<file path="src/rtl/timer_pkg.sv">
// Shared constants and types for the countdown timer front-end: button indices
// and the auto-repeat state encoding.
package timer_pkg;

  localparam int NUM_BTN   = 5;

  localparam int BTN_SEC   = 0;
  localparam int BTN_MIN   = 1;
  localparam int BTN_START = 2;
  localparam int BTN_STOP  = 3;
  localparam int BTN_DEL   = 4;

  typedef enum logic [1:0] {
    RPT_IDLE,
    RPT_DELAY,
    RPT_REPEAT,
    RPT_INHIBIT
  } rpt_state_t;

endpackage

</file>
<file path="src/rtl/btn_debounce.sv">
// One push-button conditioner: 2-flop synchronizer, counter-based debounce and
// a registered single-cycle press pulse on each accepted 0->1 level change.
module btn_debounce #(
  parameter int DEBOUNCE_CYCLES = 1_000_000
) (
  input  logic clk,
  input  logic rst_n,
  input  logic raw,
  output logic level,
  output logic press
);

  localparam int CW = $clog2(DEBOUNCE_CYCLES);

  logic          sync1;
  logic          sync2;
  logic [CW-1:0] cnt;

  // NOTE: sequential state uses non-blocking (<=) so every flop samples the
  // pre-edge value of its neighbours, which is what makes the sync chain work.
  always_ff @(posedge clk or negedge rst_n) begin
    if (!rst_n) begin
      sync1 <= 1'b0;
      sync2 <= 1'b0;
      cnt   <= '0;
      level <= 1'b0;
      press <= 1'b0;
    end else begin
      sync1 <= raw;
      sync2 <= sync1;
      press <= 1'b0;
      if (sync2 != level) begin
        if (cnt == CW'(DEBOUNCE_CYCLES - 1)) begin
          level <= sync2;
          cnt   <= '0;
          press <= sync2;
        end else begin
          cnt <= cnt + 1'b1;
        end
      end else begin
        cnt <= '0;
      end
    end
  end

endmodule

</file>
<file path="src/rtl/timer_cmd_scheduler.sv">
// Button front-end for the countdown timer: debounced priority commands,
// sec/min auto-repeat and the count tick. Optional blink divider: BLINK_EN.
module timer_cmd_scheduler
  import timer_pkg::*;
#(
  parameter int DEBOUNCE_CYCLES = 1_000_000,
  parameter int REPEAT_DELAY    = 50_000_000,
  parameter int REPEAT_PERIOD   = 10_000_000,
  parameter int TICK_CYCLES     = 100_000_000
) (
  input  logic               clk,
  input  logic               rst_n,
  input  logic [NUM_BTN-1:0] btn_raw,
  input  logic               tick_run,
  output logic               seg_p,
  output logic               min_p,
  output logic               start_p,
  output logic               stop_p,
  output logic               delete_p,
  output logic               tick,
  output logic [NUM_BTN-1:0] btn_level,
  output logic               blink
);

  localparam int RPT_MAX = (REPEAT_DELAY > REPEAT_PERIOD) ? REPEAT_DELAY : REPEAT_PERIOD;
  localparam int RCW     = $clog2(RPT_MAX);
  localparam int TCW     = $clog2(TICK_CYCLES);

  logic [NUM_BTN-1:0] level;
  logic [NUM_BTN-1:0] press;

  for (genvar i = 0; i < NUM_BTN; i++) begin : g_btn
    btn_debounce #(.DEBOUNCE_CYCLES(DEBOUNCE_CYCLES)) u_db (
      .clk   (clk),
      .rst_n (rst_n),
      .raw   (btn_raw[i]),
      .level (level[i]),
      .press (press[i])
    );
  end

  assign btn_level = level;

  // Auto-repeat FSM; owner 0 = sec, 1 = min.
  rpt_state_t         state, state_nxt;
  logic               owner, owner_nxt;
  logic [RCW-1:0]     rcnt, rcnt_nxt;
  logic               rep_fire;
  logic               owner_held;
  logic [NUM_BTN-1:0] other_press;

  always_comb begin
    // NOTE: every signal written here gets a default first, so no path through
    // the case statement can leave one unassigned and infer a latch.
    state_nxt   = state;
    owner_nxt   = owner;
    rcnt_nxt    = rcnt;
    rep_fire    = 1'b0;
    owner_held  = owner ? level[BTN_MIN] : level[BTN_SEC];
    other_press = press;
    other_press[BTN_SEC] = press[BTN_SEC] & owner;
    other_press[BTN_MIN] = press[BTN_MIN] & ~owner;

    case (state)
      RPT_IDLE: begin
        if (press[BTN_SEC] || press[BTN_MIN]) begin
          state_nxt = RPT_DELAY;
          owner_nxt = press[BTN_MIN];
          rcnt_nxt  = '0;
        end
      end
      RPT_DELAY, RPT_REPEAT: begin
        if (|other_press) begin
          state_nxt = RPT_INHIBIT;
        end else if (!owner_held) begin
          state_nxt = RPT_IDLE;
        end else if ((state == RPT_DELAY  && rcnt == RCW'(REPEAT_DELAY - 1)) ||
                     (state == RPT_REPEAT && rcnt == RCW'(REPEAT_PERIOD - 1))) begin
          rep_fire  = 1'b1;
          rcnt_nxt  = '0;
          state_nxt = RPT_REPEAT;
        end else begin
          rcnt_nxt = rcnt + 1'b1;
        end
      end
      RPT_INHIBIT: begin
        if (!level[BTN_SEC] && !level[BTN_MIN]) state_nxt = RPT_IDLE;
      end
      default: state_nxt = RPT_IDLE;
    endcase
  end

  always_ff @(posedge clk or negedge rst_n) begin
    if (!rst_n) begin
      state <= RPT_IDLE;
      owner <= 1'b0;
      rcnt  <= '0;
    end else begin
      state <= state_nxt;
      owner <= owner_nxt;
      rcnt  <= rcnt_nxt;
    end
  end

  // Fixed-priority arbiter; a repeat that loses is dropped, not deferred.
  logic [NUM_BTN-1:0] events;
  logic [NUM_BTN-1:0] cmd_nxt;
  logic [NUM_BTN-1:0] cmd;

  always_comb begin
    events          = press;
    events[BTN_SEC] = press[BTN_SEC] | (rep_fire & ~owner);
    events[BTN_MIN] = press[BTN_MIN] | (rep_fire & owner);
    cmd_nxt         = '0;
    if      (events[BTN_DEL])   cmd_nxt[BTN_DEL]   = 1'b1;
    else if (events[BTN_STOP])  cmd_nxt[BTN_STOP]  = 1'b1;
    else if (events[BTN_START]) cmd_nxt[BTN_START] = 1'b1;
    else if (events[BTN_MIN])   cmd_nxt[BTN_MIN]   = 1'b1;
    else if (events[BTN_SEC])   cmd_nxt[BTN_SEC]   = 1'b1;
  end

  always_ff @(posedge clk or negedge rst_n) begin
    if (!rst_n) cmd <= '0;
    else        cmd <= cmd_nxt;
  end

  assign seg_p    = cmd[BTN_SEC];
  assign min_p    = cmd[BTN_MIN];
  assign start_p  = cmd[BTN_START];
  assign stop_p   = cmd[BTN_STOP];
  assign delete_p = cmd[BTN_DEL];

  // Count-tick prescaler, held at zero whenever the FSM is not counting.
  logic [TCW-1:0] tcnt;
  logic           tick_q;

  always_ff @(posedge clk or negedge rst_n) begin
    if (!rst_n) begin
      tcnt   <= '0;
      tick_q <= 1'b0;
    end else if (!tick_run) begin
      tcnt   <= '0;
      tick_q <= 1'b0;
    end else if (tcnt == TCW'(TICK_CYCLES - 1)) begin
      tcnt   <= '0;
      tick_q <= 1'b1;
    end else begin
      tcnt   <= tcnt + 1'b1;
      tick_q <= 1'b0;
    end
  end

  // Gating keeps a tick registered just before tick_run falls off the output.
  assign tick = tick_q & tick_run;

`ifdef BLINK_EN
  localparam int HALF = TICK_CYCLES / 2;
  logic [TCW-1:0] bcnt;

  always_ff @(posedge clk or negedge rst_n) begin
    if (!rst_n) begin
      bcnt  <= '0;
      blink <= 1'b0;
    end else if (bcnt == TCW'(HALF - 1)) begin
      bcnt  <= '0;
      blink <= ~blink;
    end else begin
      bcnt <= bcnt + 1'b1;
    end
  end
`else
  assign blink = 1'b0;
`endif

endmodule

</file>
<file path="config.mk">
export PLATFORM = sky130hd
export DESIGN_NAME = timer_cmd_scheduler
export DESIGN_NICKNAME = d
export VERILOG_FILES = /design/src/rtl/timer_pkg.sv /design/src/rtl/btn_debounce.sv /design/src/rtl/timer_cmd_scheduler.sv
export SDC_FILE = /design/constraint.sdc
export NUM_CORES = 1
export LEC_CHECK = 0
export BUFFER_PORTS_ARGS = -buffer_cell sky130_fd_sc_hd__buf_2
export CORE_MARGIN = 2
export CORE_UTILIZATION = 34
export CTS_CLUSTER_SIZE = 30
export DETAILED_ROUTE_END_ITERATION = 16
export SLEW_MARGIN = 10
export SYNTH_ARGS = -nofsm -noshare
export SYNTH_HDL_FRONTEND = slang
export SYNTH_SLANG_ARGS = --single-unit
export TNS_END_PERCENT = 50
</file>
<file path="constraint.sdc">
create_clock -name clk -period 4.1 [get_ports clk]
set_clock_uncertainty 0.15 [all_clocks]
set_input_delay 0.205 -clock clk [delete_from_list [all_inputs] [get_ports clk]]
set_output_delay 0.205 -clock clk [all_outputs]
set_load 0.02 [all_outputs]
</file>
==> results, run 1 <==
- The half-perimeter wire length after detailed placement is 10.45 mm.
- Synthesis inferred 182 register bits.
- The tool flagged a number of max-cap violations equal to 0.
- Global routing used 12.60% of the available tracks across all layers.
- For this run the aggregate overflow at the end of global routing stands at 0.
- The worst path in the final design needs a cycle of 2.992 ns, including I/O delays and setup.
- The critical path endpoint category is a flip-flop.
- The endpoint of the lowest-slack register-to-register path is rcnt[24].
- Summing the areas of all and, or, nand and nor instances in the mapped netlist gives 26.13% of the synthesized area.
- Setup violations remaining at the end of the flow were counted as 0.
- The cell count after synthesis came out at 860.
- VDD sags by at most 0.0002235 V.
- The headroom to the max-slew limit is 35.12%.
- The number of max-slew violations in the final report is 0.
- The number of buffer and inverter stages on the critical path is 0.
- The global placement routability congestion is 0.7838.
- For the worst setup path, the data arrival time is 3.18 ns.
- The remaining routing DRC violations is 0.
- The most used flip-flop cell after synthesis is sky130_fd_sc_hd__dfrtp_1.
- The number of levels in the clock H-tree is 4.
- In the layout the commonest cells are sky130_fd_sc_hd__dfrtp_1 (182), sky130_fd_sc_hd__nor2_1 (158), sky130_fd_sc_hd__xor2_1 (73), sky130_fd_sc_hd__nand3_1 (66), sky130_fd_sc_hd__xnor2_1 (56).
- The placeable core region is 25110 um^2.
- The run finished with clean final reports.
- The number of nets in the layout is 903.
- The initialized floorplan defines 58 standard-cell rows.
- The detail route stage leaves a number of antenna-violating nets equal to 0.
- The path class of the lowest-slack min-delay path is reg -> reg.
- The count of antenna diodes in the layout is 0.
- Setup repair after global routing left no endpoint under its margin.
- The full die area is 26850 um^2.
- Counting along the longest clock path gives a buffer depth of 2.
- The register clock-pin slew on the reported worst setup and hold paths is 0.07 ns.
- Among cell families on the critical path, the largest total delay comes from simple AND/OR/NAND/NOR gates.
- In this run, the number of DRC markers left after iteration 0 of detailed routing was 343.
- The via count of the first global-routing pass was 5904.
- Leaving out fill and tap cells, the most frequent cell in the layout is sky130_fd_sc_hd__dfrtp_1.
- Multiplexer cells account for 1.008% of the synthesized area.
- TritonCTS built the clock tree.
- The total nets after synthesis is 879.
- Of all nets on the critical path, the largest fanout is 14.
- The global-route wire length before repair is 27.77 mm.
- The pin count of the biggest net entering global routing is 125.
- The CTS sink count is 182.
- Of the cells placed in the final design, the portion with a size suffix greater than 1 is 8.919%.
- The number of antenna violations at the first check in global routing came to 0.
- Counting flops with a built-in enable in the synthesized netlist gives 0.
- The die span in x is 163.9 um.
- The wire length per cell after detailed routing is 12.91 um.
- The pre-antenna-repair detailed-routing pass consisted of 5 iterations.
- Setup slack on the worst reg-to-reg path comes out at 1.11 ns.
- The end point of the most critical hold path is g_btn[4].u_db.sync2.
- In this run the tool buffered the top-level ports with 18 buffer cells.
- The summed negative setup slack over all endpoints is 0 ns.
- Summing every instance area after synthesis gives 8690 um^2.
- The fraction of synthesized cell area in xor and xnor cells is 13.00%.
- For this run, the top clock speed supported by timing is 334.3 MHz.
- The analysis attributes to cell leakage a power of 4.144 nW.
- The final-report hold violation count is 0.
- Sequential elements use 52.41% of the synthesized area.
- Power spread over the standard cell area amounts to 372.7 nW/um^2.
- The total wirelength of the detailed-routed design is 15.85 mm.
- The final route contains 5983 vias.
- Measured in cells, the most critical reg-to-reg path has a length of 5.
- The initial core utilization is 34.61%.
- The via count normalized by instance count is 4.876.
- In this design, the stage delay of the slowest critical-path cell is 0.62 ns.
- Traced cell by cell, the critical path runs through or3_1, o31ai_4, nand4_1, or4_1, a21oi_1.
- The area share of fa/ha/maj cells after synthesis is 1.584%.
- Power comes to 3.639 mW.
- Yosys printed 0 warnings.
- The count of boundary I/O pins is 20.
- The mean cell area of the mapped netlist is 10.10 um^2.
- Of all flip-flops after synthesis, the portion carrying an async set or reset was 100.0%.
- The synthesized netlist contains 53 unique library cells.
- The synthesized netlist devotes 3.283% of its cell area to compound gates.
- In this run the most critical hold path is launched from g_btn[4].u_db.sync1.
- After clock tree synthesis, the setup repair step added 0 buffers.
- The type of the setup path with the least slack is reg -> reg.
- Measured along the y axis, the die boundary spans 163.9 um.
- The share of the cycle needed by the critical path after routing is 72.97%.
- For the pin with the worst max-slew slack, the measured transition is 0.9731 ns.
- Relative to the synthesized area, the layout overhead comes to 12.37%.
- The root buffer cell chosen for the clock tree is sky130_fd_sc_hd__clkbuf_16.
- At the worst endpoint, the required time is 4.29 ns.
- The number of buffers added by the clock tree synthesis step is 17.
- By area, the combinational part of the netlist is dominated by simple AND/OR/NAND/NOR gates.
- The critical path's slowest cell is sky130_fd_sc_hd__or4_1.
- The critical path startpoint category is a flip-flop.
- The reg-to-reg startpoint is g_btn[4].u_db.press.
- The clock reaches the later pin of the worst-skew pair after 0.43 ns.
- The worst hold path was traced through 0 stages.
cells by family (layout without fill, tap and decap cells):
group                      count (synthesis)  in the layout
and+or+nand+nor                          443            443
DFF                                      182            182
xor gates and xnor gates                 129            129
AOI/OAI and AO/OA                         46             46
buffers and inverters                     40             77
adders and majority gates                 11             11
muxes                                      8              8
other                                      1              1
power breakdown:
| part | internal, mW | switching (mW) | total (mW) | leakage [nW] |
|---|---|---|---|---|
| logic | 0.0255 | 0.0665 | 0.0920 | 1.33 |
| clock network | 1.00 | 0.711 | 1.72 | 0.304 |
| registers | 1.81 | 0.0179 | 1.83 | 2.51 |
worst max path at each step:
stage / start / endpoint / slack [ns] / cells past startpoint
global route: g_btn[4].u_db.press / rcnt[24] / 0.89 / 5
floorplan: state[0] / rcnt[16] / 1.71 / 8
global placement: g_btn[4].u_db.press / rcnt[24] / 1.23 / 5
finish: g_btn[4].u_db.press / rcnt[24] / 1.11 / 5
CTS: g_btn[4].u_db.press / rcnt[24] / 1.11 / 5
detailed placement: g_btn[4].u_db.press / rcnt[24] / 1.16 / 5
synthesized netlist by cell type (3+ instances only):
cell,number,area (um^2)
sky130_fd_sc_hd__dfrtp_1,182,4554
sky130_fd_sc_hd__nor2_1,158,593.1
sky130_fd_sc_hd__xor2_1,73,639.4
sky130_fd_sc_hd__nand3_1,66,330.3
sky130_fd_sc_hd__xnor2_1,56,490.5
sky130_fd_sc_hd__nand2_1,49,183.9
sky130_fd_sc_hd__nand4_1,40,250.2
sky130_fd_sc_hd__and3_1,25,156.4
sky130_fd_sc_hd__nor4_1,21,131.4
sky130_fd_sc_hd__a21oi_1,19,95.09
sky130_fd_sc_hd__nor3_1,19,95.09
sky130_fd_sc_hd__inv_1,15,56.30
sky130_fd_sc_hd__o21ai_0,13,65.06
sky130_fd_sc_hd__ha_1,11,137.6
sky130_fd_sc_hd__buf_4,10,75.07
sky130_fd_sc_hd__clkbuf_1,9,33.78
sky130_fd_sc_hd__or3_1,9,56.30
sky130_fd_sc_hd__and4_1,8,70.07
sky130_fd_sc_hd__nor4b_1,8,70.07
sky130_fd_sc_hd__mux2_2,6,67.56
sky130_fd_sc_hd__nor3b_1,6,45.04
sky130_fd_sc_hd__or4_1,6,45.04
sky130_fd_sc_hd__buf_6,4,45.04
sky130_fd_sc_hd__or3_2,4,30.03
sky130_fd_sc_hd__and2_1,3,18.77
sky130_fd_sc_hd__o31ai_1,3,22.52
sky130_fd_sc_hd__or4b_2,3,30.03
sequential cells by signal, indices dropped and copies added (netlist names):
name and cells:
g_btn.u_db.sync2 5, cmd 5, g_btn.u_db.press 5, tick_q 1
tcnt 27, g_btn.u_db.sync1 5, rcnt 26, state 2
g_btn.u_db.level 5, owner 1, g_btn.u_db.cnt 100
area by class of cell:
class | count | area (um^2)
clock inverters | 12 | 162.7
well taps | 330 | 412.9
fillers | 2513 | 15340
inverters | 15 | 56.30
repair buffers | 30 | 206.4
clock buffers | 20 | 456.7
multi-input cells | 638 | 3915
flip-flops and latches | 182 | 4554
metrics by stage:
stage               cell area, um^2  utilization, %  hold slack [ns]  setup slack, ns  instances
CTS                            9764           38.89           0.2091            1.108       1227
finish                         9764           38.89           0.2058            1.108       1227
global route                   9764           38.89           0.2110           0.8941       1227
floorplan                      8690               -          -0.2406            1.705        860
detailed placement             9075           36.14           0.1643            1.156       1188
global placement               9075           36.14           0.1661            1.227       1188
layer usage:
metal | vias to the layer above | GRT usage (%) | share of wire [%] | routed length, um
met3 | 9 | 3.333 | 3.1 | 488
li1 | 3026 | - | - | -
met5 | - | 0 | 0 | 0
met2 | 60 | 20.30 | 46 | 7322
met1 | 2888 | 17.00 | 50 | 7912
met4 | 0 | 2.990 | 0.77 | 122
timing repair:
action | in CTS | in global routing
hold buffers | 7 | 0
resized for setup | 0 | 0
endpoints found under the hold margin | 129 | 0
(Power assumes the default switching activity.)
==> run 2: changes to the inputs <==
==> constraint.sdc (replaced) <==
create_clock -name clk -period 3 [get_ports clk]
set_clock_uncertainty 0.15 [all_clocks]
set_input_delay 0.15 -clock clk [delete_from_list [all_inputs] [get_ports clk]]
set_output_delay 0.15 -clock clk [all_outputs]
set_load 0.02 [all_outputs]
==> results, run 2 (synthesized netlist as in run 1, its figures left out) <==
- The number of max-slew violations in the final report came to 0.
- Detailed routing inserted a total of 6131 vias.
- The floorplan step set the die width to 163.9 um.
- TritonCTS built the clock tree.
- 0 antenna diodes ended up in the layout.
- Cells fill 39.06% of the core in the end.
- The top cell types in the final layout, fill and taps aside, are sky130_fd_sc_hd__dfrtp_1 (182), sky130_fd_sc_hd__nor2_1 (158), sky130_fd_sc_hd__xor2_1 (73), sky130_fd_sc_hd__nand3_1 (66), sky130_fd_sc_hd__xnor2_1 (56).
- The total cell area at the placement stage is 9102 um^2.
- The register with the most flip-flops in the layout has 100 of them.
- For this run, the total global-route usage over all layers was measured as 13.01%.
- The placeable core region is 25110 um^2.
- The clock passes through at most 2 buffers.
- The analysis attributes to cell leakage a power of 4.172 nW.
- The number of cell rows is 58.
- The number of antenna violations at the first check in global routing is 0.
- The via count of the first global-routing pass came to 6004.
- The critical path is of the reg -> reg type.
- The global placement routability congestion is 0.7659.
- The final instance area is 9808 um^2.
- After clock tree synthesis, the clock-pin slew on the worst setup and hold paths is 0.07 ns.
- Entering global routing, the biggest net connects 77 pins.
- The initial core utilization is 34.61%.
- Setup repair after global routing left no endpoint under its margin.
- The proportion of layout cells with a drive suffix above 1 is 9.534%.
- The power density over the cells is 504.2 nW/um^2.
- Hold timing on the final database bottoms out at a slack of 0.05548 ns.
- The layout-stage area growth over the synthesis result is 12.87%.
- The die covers 26850 um^2.
- The flow ran to the end, and the final reports show no timing, DRC or antenna violations.
- The shortest clock period the worst path allows after layout is 2.658 ns.
- The number of levels in the clock H-tree is 4.
- The arrival time reported for the critical path endpoint is 2.80 ns.
- The worst hold path belongs to the class in -> async.
- The setup slack of the most critical reg-to-reg path is 0.34 ns.
- The final-report hold violation count is 0.
- In this run, CTS created clock tree buffers numbering 17.
- The number of gates resized after CTS is 0.
- The wire length per cell after detailed routing is 13.06 um.
- CTS placed an instance of sky130_fd_sc_hd__clkbuf_16 at the clock tree root.
- The total global routing overflow is 0.
- Using the TritonRoute via totals, the vias-per-cell ratio works out to 4.976.
- The total wirelength of the detailed-routed design is 16.09 mm.
- The count of boundary I/O pins is 20.
- The register with the most flip-flops is g_btn.u_db.cnt.
- The largest registers in the layout are g_btn.u_db.cnt x100, tcnt x27, rcnt x26.
- The remaining routing DRC violations is 0.
- In this run the remaining antenna-violating nets after routing total 0.
- For this run, the top clock speed supported by timing is 376.3 MHz.
- The worst setup path is launched from a flip-flop.
- Leaving out fill and tap cells, the most frequent cell in the layout is sky130_fd_sc_hd__dfrtp_1.
- For this block, the initial DRC count from the detailed router was 302.
- The maximum fanout encountered on the critical timing path is 24.
- The count of maximum capacitance violations is 0.
- The critical path endpoint category is a flip-flop.
- The half-perimeter wire length after detailed placement is 10.87 mm.
- The CTS sink count is 182.
- In the final design database the tool counted 908 nets.
- The number of search-and-repair iterations in the first detailed-routing pass is 4.
- During placement, the flow inserted port buffers numbering 18.
- IR analysis of the VDD net gives a maximum drop of 0.0003352 V.
- Setup total negative slack on the finished layout was measured at 0 ns.
- The chip height is 163.9 um.
- At the later pin of the worst-skew pair, clock insertion delay measures 0.43 ns.
- The setup-violating endpoint count in the final report is 0.
- Data on the critical path is required at its endpoint by 3.14 ns.
- For the pin with the worst max-slew slack, the measured transition is 0.7640 ns.
- The first global-routing pass estimated 28.48 mm of wire.
- In the finished design, the share of the clock period the worst path needs comes to 88.58%.
- Measured against its own limit, the worst slew margin works out to 48.35%.
==> run 2: cell count changes in the layout (fill, tap and decap cells not counted), sizes merged <==
| cell | before | now |
|---|---|---|
| buf | 22 | 27 |
| clkbuf | 21 | 19 |
| inv | 20 | 18 |
| clkinv | 3 | 8 |
| clkinvlp | 1 | 0 |
==> run 2: worst max-delay path: stages, from the launching register on <==
cell	delay [ns]
sky130_fd_sc_hd__dfrtp_1	0.42
sky130_fd_sc_hd__inv_1	0.11
sky130_fd_sc_hd__ha_1	0.15
sky130_fd_sc_hd__or4b_2	0.58
sky130_fd_sc_hd__nor3_1	0.26
sky130_fd_sc_hd__o2111ai_1	0.26
sky130_fd_sc_hd__a21oi_2	0.21
sky130_fd_sc_hd__buf_4	0.29
sky130_fd_sc_hd__a21oi_1	0.10
==> run 2: area by class of cell <==
type / count / area [um^2]
clock buffer: 18 / 439.2
clock inverter: 14 / 173.9
fill: 2512 / 15300
inverter: 15 / 56.30
multi-input combinational: 638 / 3915
sequential: 182 / 4554
tap: 330 / 412.9
timing repair buffer: 35 / 256.5
==> run 2: path summary, 6_finish.rpt <==
path / start / endpoint / cells after the start
min: rst_n / rcnt[6] / 2
max reg2reg: state[0] / rcnt[24] / 8
min reg2reg: g_btn[4].u_db.sync1 / g_btn[4].u_db.sync2 / 0
max: state[0] / rcnt[24] / 8
max in group asynchronous: rst_n / tcnt[15] / 3
min in group clk: g_btn[4].u_db.sync1 / g_btn[4].u_db.sync2 / 0
==> run 2: through the flow <==
| stage | worst slack (ns) | total power, mW | cells |
|---|---|---|---|
| 2_1_floorplan | 0.6051 | 2.601 | 860 |
| 3_3_place_gp | 0.3455 | 2.677 | 1190 |
| 3_5_place_dp | 0.2429 | 2.679 | 1190 |
| 4_1_cts | 0.2072 | 5.026 | 1229 |
| 5_1_grt | 0.2022 | 5.158 | 1232 |
| 6_report | 0.3425 | 4.946 | 1232 |
==> run 2: repair_timing <==
item	4_1_cts	5_1_grt
hold endpoints to repair	190	0
hold buffers	7	0
setup endpoints to repair	0	1
buffers inserted	0	3
==> run 2: power breakdown <==
group          switching [mW]  total (mW)  internal (mW)  leakage, nW
clock                   0.971        2.31           1.34        0.306
combinational          0.0909       0.128         0.0367         1.36
sequential             0.0244        2.50           2.48         2.51
total                    1.09        4.95           3.86         4.17
==> run 2: layer usage <==
metal	share of wire, %	track usage (%)	vias up
met4	1.2	4.027	0
li1	-	-	3039
met2	47	20.59	62
met5	0	0	-
met3	2.7	3.056	16
met1	49	17.73	3014
